File: src/rtl/temperature_pkg.sv
// Shared types and constants for the temperature conversion table builder.
package temperature_pkg;

    typedef enum logic [1:0] {
        LOAD   = 2'd0,
        DIVIDE = 2'd1,
        WRITE  = 2'd2,
        DONE   = 2'd3
    } state_t;

    // Conversion arithmetic: F = (9C+2)/5 + 32, C = (5(F-32)+4)/9
    localparam int F_OFFSET = 32;
    localparam int C2F_MUL  = 9;
    localparam int C2F_DIV  = 5;
    localparam int C2F_BIAS = 2;
    localparam int F2C_MUL  = 5;
    localparam int F2C_DIV  = 9;
    localparam int F2C_BIAS = 4;

    // Divider geometry: one quotient bit per numerator bit
    localparam int NUM_W      = 12;
    localparam int DEN_W      = 4;
    localparam int CNT_W      = 4;
    localparam int DIV_CYCLES = 12;

endpackage

File: src/rtl/seq_divider.sv
// Restoring unsigned divider, one quotient bit per clock.
// done_o is high during the cycle whose closing edge produces the last
// quotient bit, so the caller can move on at that same edge.
module seq_divider
    import temperature_pkg::*;
(
    input  logic             clk_i,
    input  logic             rst_i,
    input  logic             start_i,
    input  logic [NUM_W-1:0] numer_i,
    input  logic [DEN_W-1:0] denom_i,
    output logic [NUM_W-1:0] quot_o,
    output logic             done_o
);

    logic [DEN_W-1:0] r_rem;
    logic [NUM_W-1:0] r_quot;
    logic [DEN_W-1:0] r_den;
    logic [CNT_W-1:0] r_cnt;

    logic [DEN_W:0]   w_shift;
    logic             w_ge;
    logic [DEN_W-1:0] w_diff;

    // Remainder stays below the divisor, so the low bits of the difference suffice
    assign w_shift = {r_rem, r_quot[NUM_W-1]};
    assign w_ge    = (w_shift >= {1'b0, r_den});
    assign w_diff  = w_shift[DEN_W-1:0] - r_den;
    assign quot_o  = r_quot;
    assign done_o  = (r_cnt == CNT_W'(1));

    // Load operands on start, then shift-subtract until the count runs out
    always_ff @(posedge clk_i or posedge rst_i) begin
        if (rst_i) begin
            r_rem  <= '0;
            r_quot <= '0;
            r_den  <= '0;
            r_cnt  <= '0;
        end else if (start_i) begin
            r_rem  <= '0;
            r_quot <= numer_i;
            r_den  <= denom_i;
            r_cnt  <= CNT_W'(DIV_CYCLES);
        end else if (r_cnt != '0) begin
            r_rem  <= w_ge ? w_diff : w_shift[DEN_W-1:0];
            r_quot <= {r_quot[NUM_W-2:0], w_ge};
            r_cnt  <= r_cnt - CNT_W'(1);
        end
    end

endmodule

File: src/rtl/temperature_table_builder.sv
// Builds the {unit, temperature} -> converted temperature table in RAM at
// run time, then serves registered lookups from it.
//
// state  | meaning
// LOAD   | form numerator/divisor for r_addr, start divider
// DIVIDE | divider running, 12 cycles
// WRITE  | offset + saturate/clamp, write RAM, advance address
// DONE   | table complete; rebuild_i restarts from address 0
module temperature_table_builder
    import temperature_pkg::*;
#(
    parameter int ADDR_WIDTH = 9,
    parameter int DATA_WIDTH = 8
) (
    input  logic                  clk_i,
    input  logic                  rst_i,
    input  logic                  rebuild_i,
    input  logic [DATA_WIDTH-1:0] temperature_i,
    input  logic                  unit_i,
    output logic [DATA_WIDTH-1:0] temperature_o,
    output logic                  ready_o
);

    localparam int DEPTH = 2 ** ADDR_WIDTH;

    state_t                r_state;
    logic [ADDR_WIDTH-1:0] r_addr;
    logic                  r_ready;
    logic [DATA_WIDTH-1:0] r_temp;
    logic [DATA_WIDTH-1:0] r_ram [DEPTH];

    logic                  w_unit;
    logic [DATA_WIDTH-1:0] w_temp;
    logic [NUM_W-1:0]      w_temp_ext;
    logic                  w_f_below;
    logic [NUM_W-1:0]      w_numer;
    logic [DEN_W-1:0]      w_denom;
    logic [NUM_W-1:0]      w_quot;
    logic                  w_div_done;
    logic [NUM_W:0]        w_c2f_sum;
    logic [DATA_WIDTH-1:0] w_c2f_val;
    logic [DATA_WIDTH-1:0] w_f2c_val;
    logic [DATA_WIDTH-1:0] w_wdata;

    assign w_unit     = r_addr[ADDR_WIDTH-1];
    assign w_temp     = r_addr[DATA_WIDTH-1:0];
    assign w_temp_ext = NUM_W'(w_temp);
    assign w_f_below  = (w_temp < DATA_WIDTH'(F_OFFSET));

    // Below-freezing Fahrenheit entries are clamped in WRITE; the divide is don't-care
    assign w_numer = w_unit
        ? (w_f_below ? '0
                     : NUM_W'(F2C_MUL) * (w_temp_ext - NUM_W'(F_OFFSET)) + NUM_W'(F2C_BIAS))
        : NUM_W'(C2F_MUL) * w_temp_ext + NUM_W'(C2F_BIAS);
    assign w_denom = w_unit ? DEN_W'(F2C_DIV) : DEN_W'(C2F_DIV);

    assign w_c2f_sum = {1'b0, w_quot} + (NUM_W + 1)'(F_OFFSET);
    assign w_c2f_val = (|w_c2f_sum[NUM_W:DATA_WIDTH]) ? '1 : w_c2f_sum[DATA_WIDTH-1:0];
    assign w_f2c_val = w_f_below ? '0
                     : ((|w_quot[NUM_W-1:DATA_WIDTH]) ? '1 : w_quot[DATA_WIDTH-1:0]);
    assign w_wdata   = w_unit ? w_f2c_val : w_c2f_val;

    seq_divider u_div (
        .clk_i   (clk_i),
        .rst_i   (rst_i),
        .start_i (r_state == LOAD),
        .numer_i (w_numer),
        .denom_i (w_denom),
        .quot_o  (w_quot),
        .done_o  (w_div_done)
    );

    // Build sequencer: one table entry per LOAD/DIVIDE/WRITE pass
    always_ff @(posedge clk_i or posedge rst_i) begin
        if (rst_i) begin
            r_state <= LOAD;
            r_addr  <= '0;
            r_ready <= 1'b0;
        end else begin
            case (r_state)
                LOAD:   r_state <= DIVIDE;
                DIVIDE: if (w_div_done) r_state <= WRITE;
                WRITE: begin
                    r_addr <= r_addr + ADDR_WIDTH'(1);
                    if (r_addr == '1) begin
                        r_state <= DONE;
                        r_ready <= 1'b1;
                    end else begin
                        r_state <= LOAD;
                    end
                end
                DONE: begin
                    if (rebuild_i) begin
                        r_state <= LOAD;
                        r_addr  <= '0;
                        r_ready <= 1'b0;
                    end
                end
                default: r_state <= LOAD;
            endcase
        end
    end

    // Table storage write port; contents need no reset since a build overwrites all
    always_ff @(posedge clk_i) begin
        if (r_state == WRITE) r_ram[r_addr] <= w_wdata;
    end

    // Registered lookup, forced to zero while the table is not ready or a rebuild starts
    always_ff @(posedge clk_i or posedge rst_i) begin
        if (rst_i)                          r_temp <= '0;
        else if (r_state == DONE && rebuild_i) r_temp <= '0;
        else if (r_ready)                   r_temp <= r_ram[{unit_i, temperature_i}];
        else                                r_temp <= '0;
    end

    assign temperature_o = r_temp;
    assign ready_o       = r_ready;

endmodule
File: config.mk
export PLATFORM = sky130hd
export DESIGN_NAME = temperature_table_builder
export DESIGN_NICKNAME = d
export VERILOG_FILES = /design/src/rtl/temperature_pkg.sv /design/src/rtl/seq_divider.sv /design/src/rtl/temperature_table_builder.sv
export SDC_FILE = /design/constraint.sdc
export NUM_CORES = 2
export LEC_CHECK = 0
export CAP_MARGIN = 0
export CORE_ASPECT_RATIO = 0.75
export CORE_UTILIZATION = 57
export CTS_BUF_LIST = sky130_fd_sc_hd__clkbuf_4 sky130_fd_sc_hd__clkbuf_8 sky130_fd_sc_hd__clkbuf_16
export CTS_CLUSTER_SIZE = 24
export DETAILED_ROUTE_END_ITERATION = 10
export DONT_BUFFER_PORTS = 1
export PLACE_DENSITY = 0.72
export RECOVER_POWER = 50
export SLEW_MARGIN = 25
export SYNTH_ARGS = -nofsm -noshare
export SYNTH_HDL_FRONTEND = slang
export SYNTH_HIERARCHICAL = 1
export SYNTH_SLANG_ARGS = --single-unit
File: constraint.sdc
create_clock -name clk_i -period 21.7 [get_ports clk_i]
set_input_delay 3.255 -clock clk_i [delete_from_list [all_inputs] [get_ports clk_i]]
set_output_delay 3.255 -clock clk_i [all_outputs]
set_load 0.05 [all_outputs]
==> impl_metrics.ini <==
[layout]
multi_input_area_um2 = 34600
area_growth_pct = 9.90
fill_cells = 18341
drive_gt1_share_pct = 21.8
final_nets = 7753
regArea_um2 = 124000
post-route-util_pct = 63.2

[yosys]
async_flop_share_pct = 1.06
syn_nets = 7730
syn_area_per_cell_um2 = 21.0
netlist_instances = 7664
synth_enable_flop_cells = 4096
synth_most_common_cell = edfxtp_1
synth.top_cell.area_share_pct = 76.3
ys_ff_latch = 4140
yosysSeqAreaShare_pct = 77.0
synth_common_cells = edfxtp_1, mux4_2, nor2_1
synth_flop_cell = edfxtp_1
yosysUniqueCellTypes = 81
synth_area_um2 = 161000
yosysTopAreaCell = edfxtp_1
yosys_warnings = 6
synth_top_cells_by_area = edfxtp_1, mux4_2, nor2_1

[die]
core_area_um2 = 280000
start_util_pct = 57.5
core.rowCount = 168
die-area_um2 = 285000
die_h_um = 463
die_w_um = 616
ios = 21

[critical_path]
crit_start = r_addr[6]
critPathKind = reg2reg
startpoint_type = flop
cp-end-kind = flop
reg2reg_slack_ns = 9.13
arrival_ns = 12.27
critPathMaxFanout = 152
cp.required_ns = 21.40
r2r_start = r_addr[6]

[pwr]
p_sw_share_pct = 25.0
total_power_w = 0.0190
p_clk_share_pct = 35.1
p_leak_nw = 53.7
max-vdd-ir-drop_v = 0.000131
p_sw_w = 0.00475
combPwrFrac_pct = 11.9
internal_power_w = 0.0142
seqPwrFrac_pct = 53.0
powerDensity_nw_per_um2 = 107

[grt]
grt_overflow = 0
antenna_found_initial = 21
grt_max_degree = 232
grt_util_all_layers_pct = 28.6
grt_pass1_vias = 79695
grt_pass1_wl_um = 582000

[routing]
routedWlPerCell_um = 34.9
drtIter0Drc = 11967
vias_per_cell = 6.93
drc = 0
routed_wl_um = 409000
ant_nets = 0
vias = 81334
drtPass1Iterations = 8

[clock_network]
worstSkewPairLatency_ns = 0.92
cts_sinks = 4140
cts-hold-fix-buffers = 0
postCtsSetupRepairBufs = 0
cts_root_buf = clkbuf_16
cts_tree = built
ctsResizeCount = 0
htree_levels = 5
clk_pin_slew_ns = 0.06
numCtsBuffers = 369
clockBufferDepth = 4

[timing]
worst_slew_pin_slew_ns = 8.94
slew_violations = 2356
finalSetupViolCount = 0
relSlewSlack_pct = -496
rsz0062_at_grt = no
fin_setup_tns_ns = 0
fin_crit_sh_pct = 57.9
final.setup_skew_ns = 0.0543
timing.final.ws_setup_ns = 9.13
max_freq_mhz = 79.6
period_needed_ns = 12.57
finalHoldViolCount = 0

[hold_path]
hp-class = reg2reg
worstHoldStart = u_div/r_den[0]

[placement]
hpwl_um = 235000
dp_slack_ns = 12.68
gp_congestion = 0.867
io_buffer_count = 0

[flow_run]
max_cap_viol_count = 47

[run_status]
failed_checks = capacitance limit, slew limit
outcome = finished, violations left
[metal layers]
layer	wire, um	share of wire [%]	vias to the layer above	GRT usage, %
met3	58000	14	740	9.25
li1	-	-	32087	-
met1	157000	38	42861	42.6
met5	123	0.030	-	0
met4	15100	3.7	18	10.0
met2	179000	44	5628	40.3
[worst paths after layout]
check	endpoint	depth (start not counted)
setup / recovery	r_ram[210][6]	7
setup reg to reg	r_ram[210][6]	7
hold reg to reg	u_div/r_den[0]	1
hold / removal	u_div/r_den[0]	1
min in group asynchronous	u_div/r_cnt[2]	1
max in group asynchronous	temperature_o[0]	2
[worst max-delay path, cell delays in order, from the launching register on]
cell	delay, ns
dfrtp_1	0.69
inv_1	0.26
ha_1	0.25
ha_1	0.31
o21ai_0	0.22
o21a_1	2.13
clkbuf_1	2.43
clkbuf_1	4.67
[per-stage QoR]
stage                     area (um^2)  cells  hold WS [ns]
after global placement         165000  11032         0.503
after CTS                      177000  11713         0.541
after floorplan                161000   7664         0.479
after global routing           177000  11724         0.574
after detailed placement       165000  11046         0.526
final                          177000  11740         0.525
[area by class of cell]
type / count / area share [%]
antenna: 17 / 0.0240
clock buffer: 464 / 5.68
clock inverter: 203 / 1.21
inverter: 43 / 0.0918
multi-input combinational: 2996 / 19.5
sequential: 4140 / 70.0
tap: 3740 / 2.64
timing repair buffer: 137 / 0.803
[state kept, by name (all words and copies together) (netlist names)]
signal	flops
r_state	2
u_div/r_den	4
r_ram	4096
temperature_o	8
ready_o	1
r_addr	9
u_div/r_cnt	4
u_div/quot_o	12
u_div/r_rem	4
[layout by cell type, fill, tap and decap left out, types with 24 or more instances in the layout]
| master | instances |
|---|---|
| edfxtp_1 | 4096 |
| mux4_2 | 972 |
| nor2_1 | 571 |
| clkbuf_16 | 375 |
| nand2_1 | 186 |
| mux2i_1 | 177 |
| a22oi_1 | 123 |
| o22ai_1 | 117 |
| a21oi_1 | 103 |
| clkbuf_4 | 87 |
| a22o_1 | 83 |
| o21ai_0 | 81 |
| clkinv_1 | 73 |
| buf_4 | 68 |
| a221oi_1 | 62 |
| clkinv_2 | 60 |
| ha_1 | 51 |
| dfrtp_1 | 44 |
| bufinv_16 | 42 |
| clkbuf_1 | 39 |
| inv_1 | 38 |
| nor3_1 | 38 |
| a31oi_1 | 33 |
| a211oi_1 | 29 |
| buf_16 | 25 |
| nand3_1 | 24 |
[power by group through the flow]
stage	combinational [W]	clock (W)	sequential [W]
global route	0.00240	0.00699	0.0101
CTS	0.00226	0.00670	0.00995
floorplan	0.00126	0	0.0107
finish	0.00227	0.00666	0.0101
global placement	0.00209	0	0.0101
detailed placement	0.00226	0	0.0101
[cell families after synthesis]
logic type,after synthesis,synth area share [%]
muxes,1172,14.8
adders and majority gates,54,0.433
AOI/OAI and AO/OA,804,3.56
other,2,0.00466
DFF,4140,77.0
xor gates and xnor gates,14,0.0760
buffers and inverters,528,1.66
and+or+nand+nor,950,2.48
(Power assumes the default switching activity.)
